### src/rtl/md_pkg.sv
// Shared definitions for the multiply/divide issue controller: MDOp codes,
// FSM state encoding and instruction class decode.
package md_pkg;

    localparam logic [3:0] MD_NONE  = 4'd0;
    localparam logic [3:0] MD_MULT  = 4'd1;
    localparam logic [3:0] MD_MULTU = 4'd2;
    localparam logic [3:0] MD_DIV   = 4'd3;
    localparam logic [3:0] MD_DIVU  = 4'd4;
    localparam logic [3:0] MD_MTHI  = 4'd5;
    localparam logic [3:0] MD_MTLO  = 4'd6;
    localparam logic [3:0] MD_MFHI  = 4'd7;
    localparam logic [3:0] MD_MFLO  = 4'd8;

    typedef enum logic [1:0] {
        IDLE      = 2'd0,
        WAIT_BUSY = 2'd1,
        BUSY      = 2'd2
    } md_state_t;

    function automatic logic is_start(input logic [3:0] op);
        return (op >= MD_MULT) && (op <= MD_DIVU);
    endfunction

    function automatic logic is_mt(input logic [3:0] op);
        return (op == MD_MTHI) || (op == MD_MTLO);
    endfunction

    function automatic logic is_read(input logic [3:0] op);
        return (op == MD_MFHI) || (op == MD_MFLO);
    endfunction

endpackage

### src/rtl/md_watchdog.sv
// Saturating BUSY-cycle counter; hit flags the cycle whose increment
// would bring the count to TIMEOUT.
module md_watchdog #(
    parameter int TIMEOUT = 16,
    parameter int CW      = $clog2(TIMEOUT + 1)
) (
    input  logic clk,
    input  logic rst,
    input  logic clr,
    input  logic en,
    output logic hit
);

    localparam logic [CW:0] LIMIT = (CW + 1)'(TIMEOUT);

    logic [CW-1:0] cnt_r;
    logic [CW:0]   cnt_inc_s;

    // Next count and expiry compare.
    always_comb begin
        cnt_inc_s = {1'b0, cnt_r} + {{CW{1'b0}}, 1'b1};
        if (en && (cnt_inc_s >= LIMIT)) begin
            hit = 1'b1;
        end else begin
            hit = 1'b0;
        end
    end

    // Counter register: clear has priority, increment saturates at TIMEOUT.
    always_ff @(posedge clk or posedge rst) begin
        if (rst) begin
            cnt_r <= {CW{1'b0}};
        end else if (clr) begin
            cnt_r <= {CW{1'b0}};
        end else if (en && (cnt_inc_s <= LIMIT)) begin
            cnt_r <= cnt_inc_s[CW-1:0];
        end else begin
            cnt_r <= cnt_r;
        end
    end

endmodule

### src/rtl/md_issue_ctrl.sv
// EX-stage issue controller for the MD unit: issues Start, tracks Busy,
// stalls md-class ops while the unit is occupied and muxes HI/LO out.
module md_issue_ctrl
    import md_pkg::*;
#(
    parameter int TIMEOUT = 16
) (
    input  logic        CLK,
    input  logic        Reset,
    input  logic        EXValid,
    input  logic [3:0]  MDOp,
    input  logic [31:0] RS,
    input  logic [31:0] RT,
    input  logic        Busy,
    input  logic [31:0] HI,
    input  logic [31:0] LO,
    output logic        Start,
    output logic [3:0]  MDSel,
    output logic [31:0] ALUOprand_A,
    output logic [31:0] ALUOprand_B,
    output logic        Stall,
    output logic [31:0] MDResult,
    output logic        Timeout
);

    md_state_t state_r;
    logic      timeout_r;
    logic      accept_s;
    logic      stall_s;
    logic      wd_clr_s;
    logic      wd_en_s;
    logic      wd_hit_s;

    md_watchdog #(.TIMEOUT(TIMEOUT)) u_wdog (
        .clk (CLK),
        .rst (Reset),
        .clr (wd_clr_s),
        .en  (wd_en_s),
        .hit (wd_hit_s)
    );

    // Issue/stall decode; Stall follows the async-reset state so it drops with Reset.
    always_comb begin
        stall_s  = EXValid & (is_start(MDOp) | is_mt(MDOp) | is_read(MDOp))
                   & (state_r != IDLE);
        accept_s = EXValid & (is_start(MDOp) | is_mt(MDOp)) & ~stall_s;
        wd_clr_s = (state_r == WAIT_BUSY) & Busy;
        wd_en_s  = (state_r == BUSY);
        Stall    = stall_s;
        Start    = accept_s & ~Reset;
        Timeout  = timeout_r;
        ALUOprand_A = RS;
        ALUOprand_B = RT;
        if (is_start(MDOp) || is_mt(MDOp)) begin
            MDSel = MDOp;
        end else begin
            MDSel = MD_NONE;
        end
    end

    // HI/LO read mux.
    always_comb begin
        case (MDOp)
            MD_MFHI: MDResult = HI;
            MD_MFLO: MDResult = LO;
            default: MDResult = 32'd0;
        endcase
    end

    // Issue FSM and sticky watchdog flag.
    always_ff @(posedge CLK or posedge Reset) begin
        if (Reset) begin
            state_r   <= IDLE;
            timeout_r <= 1'b0;
        end else begin
            case (state_r)
                IDLE: begin
                    if (accept_s && is_start(MDOp)) begin
                        state_r <= WAIT_BUSY;
                    end else begin
                        state_r <= IDLE;
                    end
                end
                WAIT_BUSY: begin
                    state_r <= Busy ? BUSY : IDLE;
                end
                BUSY: begin
                    if (!Busy) begin
                        state_r <= IDLE;
                    end else if (wd_hit_s) begin
                        state_r   <= IDLE;
                        timeout_r <= 1'b1;
                    end else begin
                        state_r <= BUSY;
                    end
                end
                default: begin
                    state_r <= IDLE;
                end
            endcase
        end
    end

endmodule

### config.mk
export PLATFORM = sky130hd
export DESIGN_NAME = md_issue_ctrl
export DESIGN_NICKNAME = d
export VERILOG_FILES = /design/src/rtl/md_pkg.sv /design/src/rtl/md_watchdog.sv /design/src/rtl/md_issue_ctrl.sv
export SDC_FILE = /design/constraint.sdc
export NUM_CORES = 1
export LEC_CHECK = 0
export CAP_MARGIN = 20
export CORE_AREA = 2 2 93 95
export CTS_BUF_LIST = sky130_fd_sc_hd__clkbuf_4 sky130_fd_sc_hd__clkbuf_8
export DETAILED_ROUTE_END_ITERATION = 7
export DIE_AREA = 0 0 95 97
export GPL_ROUTABILITY_DRIVEN = 0
export GPL_TIMING_DRIVEN = 1
export HOLD_SLACK_MARGIN = 0.06
export PLACE_DENSITY = 0.67
export SLEW_MARGIN = 20
export SYNTH_ARGS = -nofsm -noshare
export SYNTH_HDL_FRONTEND = slang
export SYNTH_SLANG_ARGS = --single-unit
### constraint.sdc
create_clock -name CLK -period 2.73 [get_ports CLK]
set_input_delay 0.546 -clock CLK [delete_from_list [all_inputs] [get_ports CLK]]
set_output_delay 0.546 -clock CLK [all_outputs]
set_load 0.02 [all_outputs]
==> metrics, run 1 <==
outcome=complete, no violations; worst-path maximum fanout=32; stages on the worst setup path=7; min cycle time layout=between 2 and 3 ns; row cnt=33; post-route cell area=about 2200 µm²; Worst Hold Slack=0.458 ns; relative slew slack=0.470; die span in y=97 µm; dpl cell area=2150 µm²; DPL Wire Length=3.88 mm; pwr dens=304 nW/µm²; CP delay by family, top=buffers and inverters; CTS Buf Count=3; Core ar.=8130 µm²; Die X-Extent=95 µm; Cells after DPL=320; cell area after synthesis=1370 µm²; # DRC=0; Non-Filler Instances=roughly 320; DR vias=1349; most common cell after layout, fill and taps aside=clkdlybuf4s50_1; port buffer count=approximately 110; Initial DRT Pass Iterations=4; total global-route track usage=0.0900; Yosys cell types=32; CP bufs+invs=4; Slowest Stage Delay on Critical Path=0.52 ns; # diodes=0; hold depth=1; CTS sink cnt=8; starting DRC count in detailed routing=13; die area=9220 µm²; largest net degree at the start of global routing=33; synth top area cells=buf_4 36%, a22o_1 20%, dfrtp_1 15%; CP Launch Type=input port; cells along the critical path=clkdlybuf4s50_1 -> buf_4 -> nand2b_1 -> nor2_2 -> buf_12 -> a22o_1 -> clkdlybuf4s15_1; R2R cell count=7; fin. max-slew vios=0; path type of the worst setup path=input port to output pin; post-layout util=0.268; Clock Skew=0.000497 ns; Worst Hold Class=register to register; Max Freq=371 MHz; antenna viol nets, final=0; clock latency on the worst-skew pair=roughly 0.23 ns; fin nets=358; final hold vios=0; Avg Inst Size Synth=8.00 µm²; initial antenna violation count=0; vias in the first global route=about 1400; CTS tree=yes; WL final=roughly 4.5 mm; setup violators final=0; Max-Cap Viols=0; Synth Register Bits=8; Required @ worst endpoint=2.18 ns; WP data arrival=2.15 ns; Routed WL per cell=13.9 µm; final worst setup slack=approximately 0.034 ns; period utilisation layout=0.988; LEAKAGE=about 0.00096 µW; Yosys top cell area share=0.362; DR vias/cell=4.18; Ports=roughly 240; Worst path slowest cell=clkdlybuf4s50_1; CP Capture Type=output pin; pre-CTS setup slack=-0.325 ns; CTS Root Cell=clkbuf_8; H-tree Lvls=1; YS warnings=0; total global routing overflow=0; Least-Margin Pin Slew=0.789 ns; Max clock buf depth=2; post-synthesis instance total=between 150 and 200; Seq/Total Area, Yosys=0.146; layout cell share with drive strength beyond 1=0.106; syn_nets=between 300 and 400; first-pass GRT wire length=~6.7 mm; clk slew on worst S/H paths=roughly 0.040 ns; peak supply drop=0.000111 V; most frequent cells in the layout=73 x clkdlybuf4s50_1, 32 x a22o_1, 20 x dlygate4sd2_1; Synth area leader=buf_4; initial core utilization=0.168; Layout area overhead=59.6%
[layout make-up]
type,instances,area [µm²]
Tap cell,105,131
Timing Repair Buffer,118,1160
Multi-Input combinational cell,87,644
Sequential cell,8,200
Clock buffer,3,41.3
Inverter,2,7.51
Fill cell,853,5950
[where the power goes]
group | switching [µW] | total (µW) | internal (µW)
sequential | 49.7 | 204 | 154
combinational | 125 | 320 | 195
clock | 43.7 | 139 | 95.2
total | 219 | 663 | 444
[worst paths after layout]
check                      slack [ns]                        start                     endpoint
max in group asynchronous        1.88                        Reset  u_wdog.cnt_r[4]$_DFFE_PP0P_
setup / recovery                 0.03                      MDOp[2]                  MDResult[0]
min in group asynchronous        0.61                        Reset         state_r[0]$_DFF_PP0_
hold / removal                   0.46          Timeout$_DFFE_PP0P_          Timeout$_DFFE_PP0P_
hold reg to reg                  0.46          Timeout$_DFFE_PP0P_          Timeout$_DFFE_PP0P_
setup reg to reg                 0.47  u_wdog.cnt_r[0]$_DFFE_PP0P_  u_wdog.cnt_r[3]$_DFFE_PP0P_
[cells by family (layout without fill, tap and decap cells)]
group | after synthesis | count (layout) | share of synthesized area
fa+ha+maj | 2 | 2 | 0.0183
xor+xnor | 1 | 1 | 0.00641
buf+inv | 76 | 123 | 0.393
simple gates | 34 | 34 | 0.142
compound gates | 48 | 48 | 0.284
mux | 1 | 1 | 0.00732
flops | 8 | 8 | 0.146
other cells | 1 | 1 | 0.00274
[metrics by stage]
step	TNS [ns]	power, µW
after detailed placement	-8.97	536
after CTS	0	668
after global placement	-7.63	530
after global routing	-0.400	710
after floorplan	0	477
final	0	663
[cell usage after synthesis]
cell type / number
buf_4: 66
a22o_1: 32
dfrtp_1: 8
nand3_1: 7
nand2_1: 5
and2_1: 4
buf_2: 4
clkbuf_1: 4
nor3_1: 4
a21oi_1: 3
nor2_1: 3
nor3b_1: 3
o21a_1: 3
a211o_1: 2
ha_1: 2
inv_1: 2
nor2b_1: 2
o21ai_0: 2
o21ai_1: 2
a21o_1: 1
a31o_2: 1
and2_2: 1
and3_1: 1
conb_1: 1
mux2i_1: 1
nand2b_1: 1
nor4bb_1: 1
o22a_1: 1
o31ai_1: 1
or3b_1: 1
or4b_2: 1
xor2_1: 1
[registers in the layout, indices dropped and copies added, names as in the netlist]
name          cells
state_r           2
Timeout           1
u_wdog.cnt_r      5
[metal layers]
layer	vias to the layer above	global-route usage	wire [µm]	share of wire
met4	0	0.0279	63	0.014
met1	593	0.0892	1520	0.34
met2	104	0.172	2430	0.54
met3	13	0.0288	475	0.11
li1	639	-	-	-
met5	-	0	0	0
[timing repair]
item	4_1_cts	5_1_grt
hold endpoints to repair	0	0
hold buffers	0	0
setup endpoints to repair	36	35
setup buffers	0	0
resized for setup	47	13
No activity file was read; power rests on OpenSTA's default activity.
==> run 2: changes to the inputs <==
--- a/config.mk
+++ b/config.mk
@@ -6,14 +6,14 @@
 export NUM_CORES = 1
 export LEC_CHECK = 0
 export CAP_MARGIN = 20
-export CORE_AREA = 2 2 93 95
+export CORE_AREA = 2 2 92 94
 export CTS_BUF_LIST = sky130_fd_sc_hd__clkbuf_4 sky130_fd_sc_hd__clkbuf_8
 export DETAILED_ROUTE_END_ITERATION = 7
-export DIE_AREA = 0 0 95 97
+export DIE_AREA = 0 0 94 96
 export GPL_ROUTABILITY_DRIVEN = 0
 export GPL_TIMING_DRIVEN = 1
 export HOLD_SLACK_MARGIN = 0.06
-export PLACE_DENSITY = 0.67
+export PLACE_DENSITY = 0.68
 export SLEW_MARGIN = 20
 export SYNTH_ARGS = -nofsm -noshare
 export SYNTH_HDL_FRONTEND = slang
==> constraint.sdc (replaced) <==
create_clock -name CLK -period 3.1 [get_ports CLK]
set_input_delay 0.62 -clock CLK [delete_from_list [all_inputs] [get_ports CLK]]
set_output_delay 0.62 -clock CLK [all_outputs]
set_load 0.02 [all_outputs]
==> run 2 against run 1 <==
Flip-flop and latch count did not move. Register-to-register slack improved by 0.55 ns. Cell area fell by 0.11%. Worst setup slack improved by 0.077 ns. Clock skew rose by 0.0043 ns. Critical path type unchanged. Hold slack improved by 0.0045 ns. Combinational power fell by 12%. Largest cell class unchanged. Utilization rose by 0.24 points.
==> metrics, run 2 (same netlist as run 1, synthesis figures left out) <==
net load switching power=197 µW (was 219 µW); Worst path slowest cell=clkdlybuf4s50_1 (unchanged); clock latency on the worst-skew pair=0.23 ns (about the same); H-tree Lvls=1 (unchanged); Setup Fix Bufs, Post-CTS=0 (unchanged); internal power=391 µW (was 444 µW); clk slew on worst S/H paths=0.04 ns (about the same); Layout area overhead=59.4% (was 59.6%); clock group share of total power=0.216 (was 0.210); final hold vios=0 (unchanged); Comb power frac=0.480 (was 0.483); Slowest Stage Delay on Critical Path=0.59 ns (was 0.52 ns); first-pass GRT wire length=7.02 mm (was 6.71 mm); initial antenna violation count=0 (unchanged); layout cell share with drive strength beyond 1=0.0917 (was 0.106); R2R cell count=7 (unchanged); outcome=complete, no violations (unchanged); CP Capture Type=output pin (unchanged); total global-route track usage=0.105 (was 0.0900); port buffer count=109 (unchanged); Worst Hold Class=register to register (unchanged); Largest Register=u_wdog.cnt_r (unchanged); Max-Cap Viols=0 (unchanged); path type of the worst setup path=input port to output pin (unchanged); CTS tree=yes (unchanged); fin. max-slew vios=0 (unchanged); footprint of the multi-input gates=642 µm² (was 644 µm²); # diodes=0 (unchanged); period utilisation layout=0.964; Core ar.=8050 µm² (was 8130 µm²); row cnt=33 (unchanged); pre-CTS setup slack=-0.135 ns (was -0.325 ns); antenna viol nets, final=0 (unchanged); Die X-Extent=94 µm (was 95 µm); starting DRC count in detailed routing=22 (was 13); pwr dens=270 nW/µm² (was 304 nW/µm²); Largest register FFs=5 (unchanged); FF+latch area=200 µm² (unchanged); worst-path maximum fanout=5 (was 32); Max Freq=335 MHz; Routed WL per cell=16.3 µm (was 13.9 µm); vias in the first global route=1197 (was 1430); initial core utilization=0.170 (was 0.168); die area=9020 µm² (was 9220 µm²); DR vias/cell=4.19 (was 4.18); Cells after DPL=320 (unchanged); CTS Buf Count=3 (unchanged); Required @ worst endpoint=2.48 ns (was 2.18 ns); final worst setup slack=0.111 ns (was 0.0339 ns); Net Sw Frac=0.335 (was 0.330); CP Launch Type=input port (unchanged); LEAKAGE=0.00104 µW (was 0.000964 µW); DR vias=1354 (was 1349); most common cell after layout, fill and taps aside=clkdlybuf4s50_1 (unchanged); DPL Wire Length=4.71 mm (was 3.88 mm); Non-Filler Instances=323 (unchanged); fillcell total=867 (was 853); Clock Skew=0.00480 ns (was 0.000497 ns); CTS sink cnt=8 (unchanged); hold depth=1 (unchanged); WP data arrival=2.37 ns (was 2.15 ns); WL final=5.27 mm (was 4.49 mm); Seq pwr share=0.304 (was 0.307); die span in y=96 µm (was 97 µm); min cycle time layout=2.99 ns; Initial DRT Pass Iterations=4 (unchanged); cells along the critical path=clkdlybuf4s50_1 -> buf_4 -> and3_1 -> nor3_2 -> buf_4 -> and2_1 -> clkdlybuf4s50_1 (was clkdlybuf4s50_1 -> buf_4 -> nand2b_1 -> nor2_2 -> buf_12 -> a22o_1 -> clkdlybuf4s15_1); fin nets=358 (unchanged); setup violators final=0 (unchanged); most frequent cells in the layout=74 x clkdlybuf4s50_1, 32 x a22o_1, 31 x dlygate4sd2_1 (was 73 x clkdlybuf4s50_1, 32 x a22o_1, 20 x dlygate4sd2_1); Ports=239 (unchanged); CTS Root Cell=clkbuf_8 (unchanged); Max clock buf depth=2 (unchanged); largest net degree at the start of global routing=33 (unchanged); # DRC=0 (unchanged); peak supply drop=0.000126 V (was 0.000111 V); total global routing overflow=0 (unchanged)
-- run 2: timing repair --
| action | CTS | global route |
|---|---|---|
| resized for setup | 31 | 4 |
| hold buffers | 0 | 0 |
| cloned | 0 | 0 |
| endpoints found under the setup margin | 31 | 3 |
-- run 2: final timing paths --
kind / end / startpoint / slack, ns
max in group asynchronous: u_wdog.cnt_r[2]$_DFFE_PP0P_ / Reset / 2.17
max reg2reg: u_wdog.cnt_r[2]$_DFFE_PP0P_ / u_wdog.cnt_r[0]$_DFFE_PP0P_ / 1.02
min in group asynchronous: state_r[0]$_DFF_PP0_ / Reset / 0.68
min: Timeout$_DFFE_PP0P_ / Timeout$_DFFE_PP0P_ / 0.46
max: MDSel[0] / MDOp[1] / 0.11
min reg2reg: Timeout$_DFFE_PP0P_ / Timeout$_DFFE_PP0P_ / 0.46
-- run 2: final cells by class --
class	instances	share of cell area
multi-input combinational	87	0.294
clock buffer	3	0.0189
inverter	2	0.00344
timing repair buffer	118	0.531
sequential	8	0.0918
tap	105	0.0603
-- run 2: through the flow --
| step | hold WS, ns | power [µW] | setup TNS [ns] | util | area [µm²] |
|---|---|---|---|---|---|
| after global routing | 0.483 | 630 | -0.00655 | 0.271 | 2180 |
| after global placement | 0.457 | 468 | -0.999 | 0.269 | 2160 |
| final | 0.462 | 588 | 0 | 0.271 | 2180 |
| after CTS | 0.466 | 594 | 0 | 0.269 | 2160 |
| after detailed placement | 0.457 | 475 | -1.80 | 0.269 | 2160 |
| after floorplan | 0.436 | 420 | 0 | - | 1370 |
-- run 2: power groups by stage --
stage                     sequential, µW  combinational (µW)  clock [µW]
after floorplan                      178                 242           0
after global placement               178                 290           0
after detailed placement             180                 295           0
after CTS                            178                 287         129
after global routing                 184                 308         138
final                                179                 282         127
-- run 2: per-layer routing --
layer  global-route usage  share of wire  routed length [µm]
met5                    0              0                   0
met4               0.0290         0.0097                  51
met3               0.0525           0.12                 644
met2                0.186           0.52                2720
met1                0.111           0.35                1860
-- run 2: critical path, delay by kind of cell --
| kind | cells | cell delay [ns] |
|---|---|---|
| buf+inv | 4 | 1.34 |
| simple gates | 3 | 0.40 |
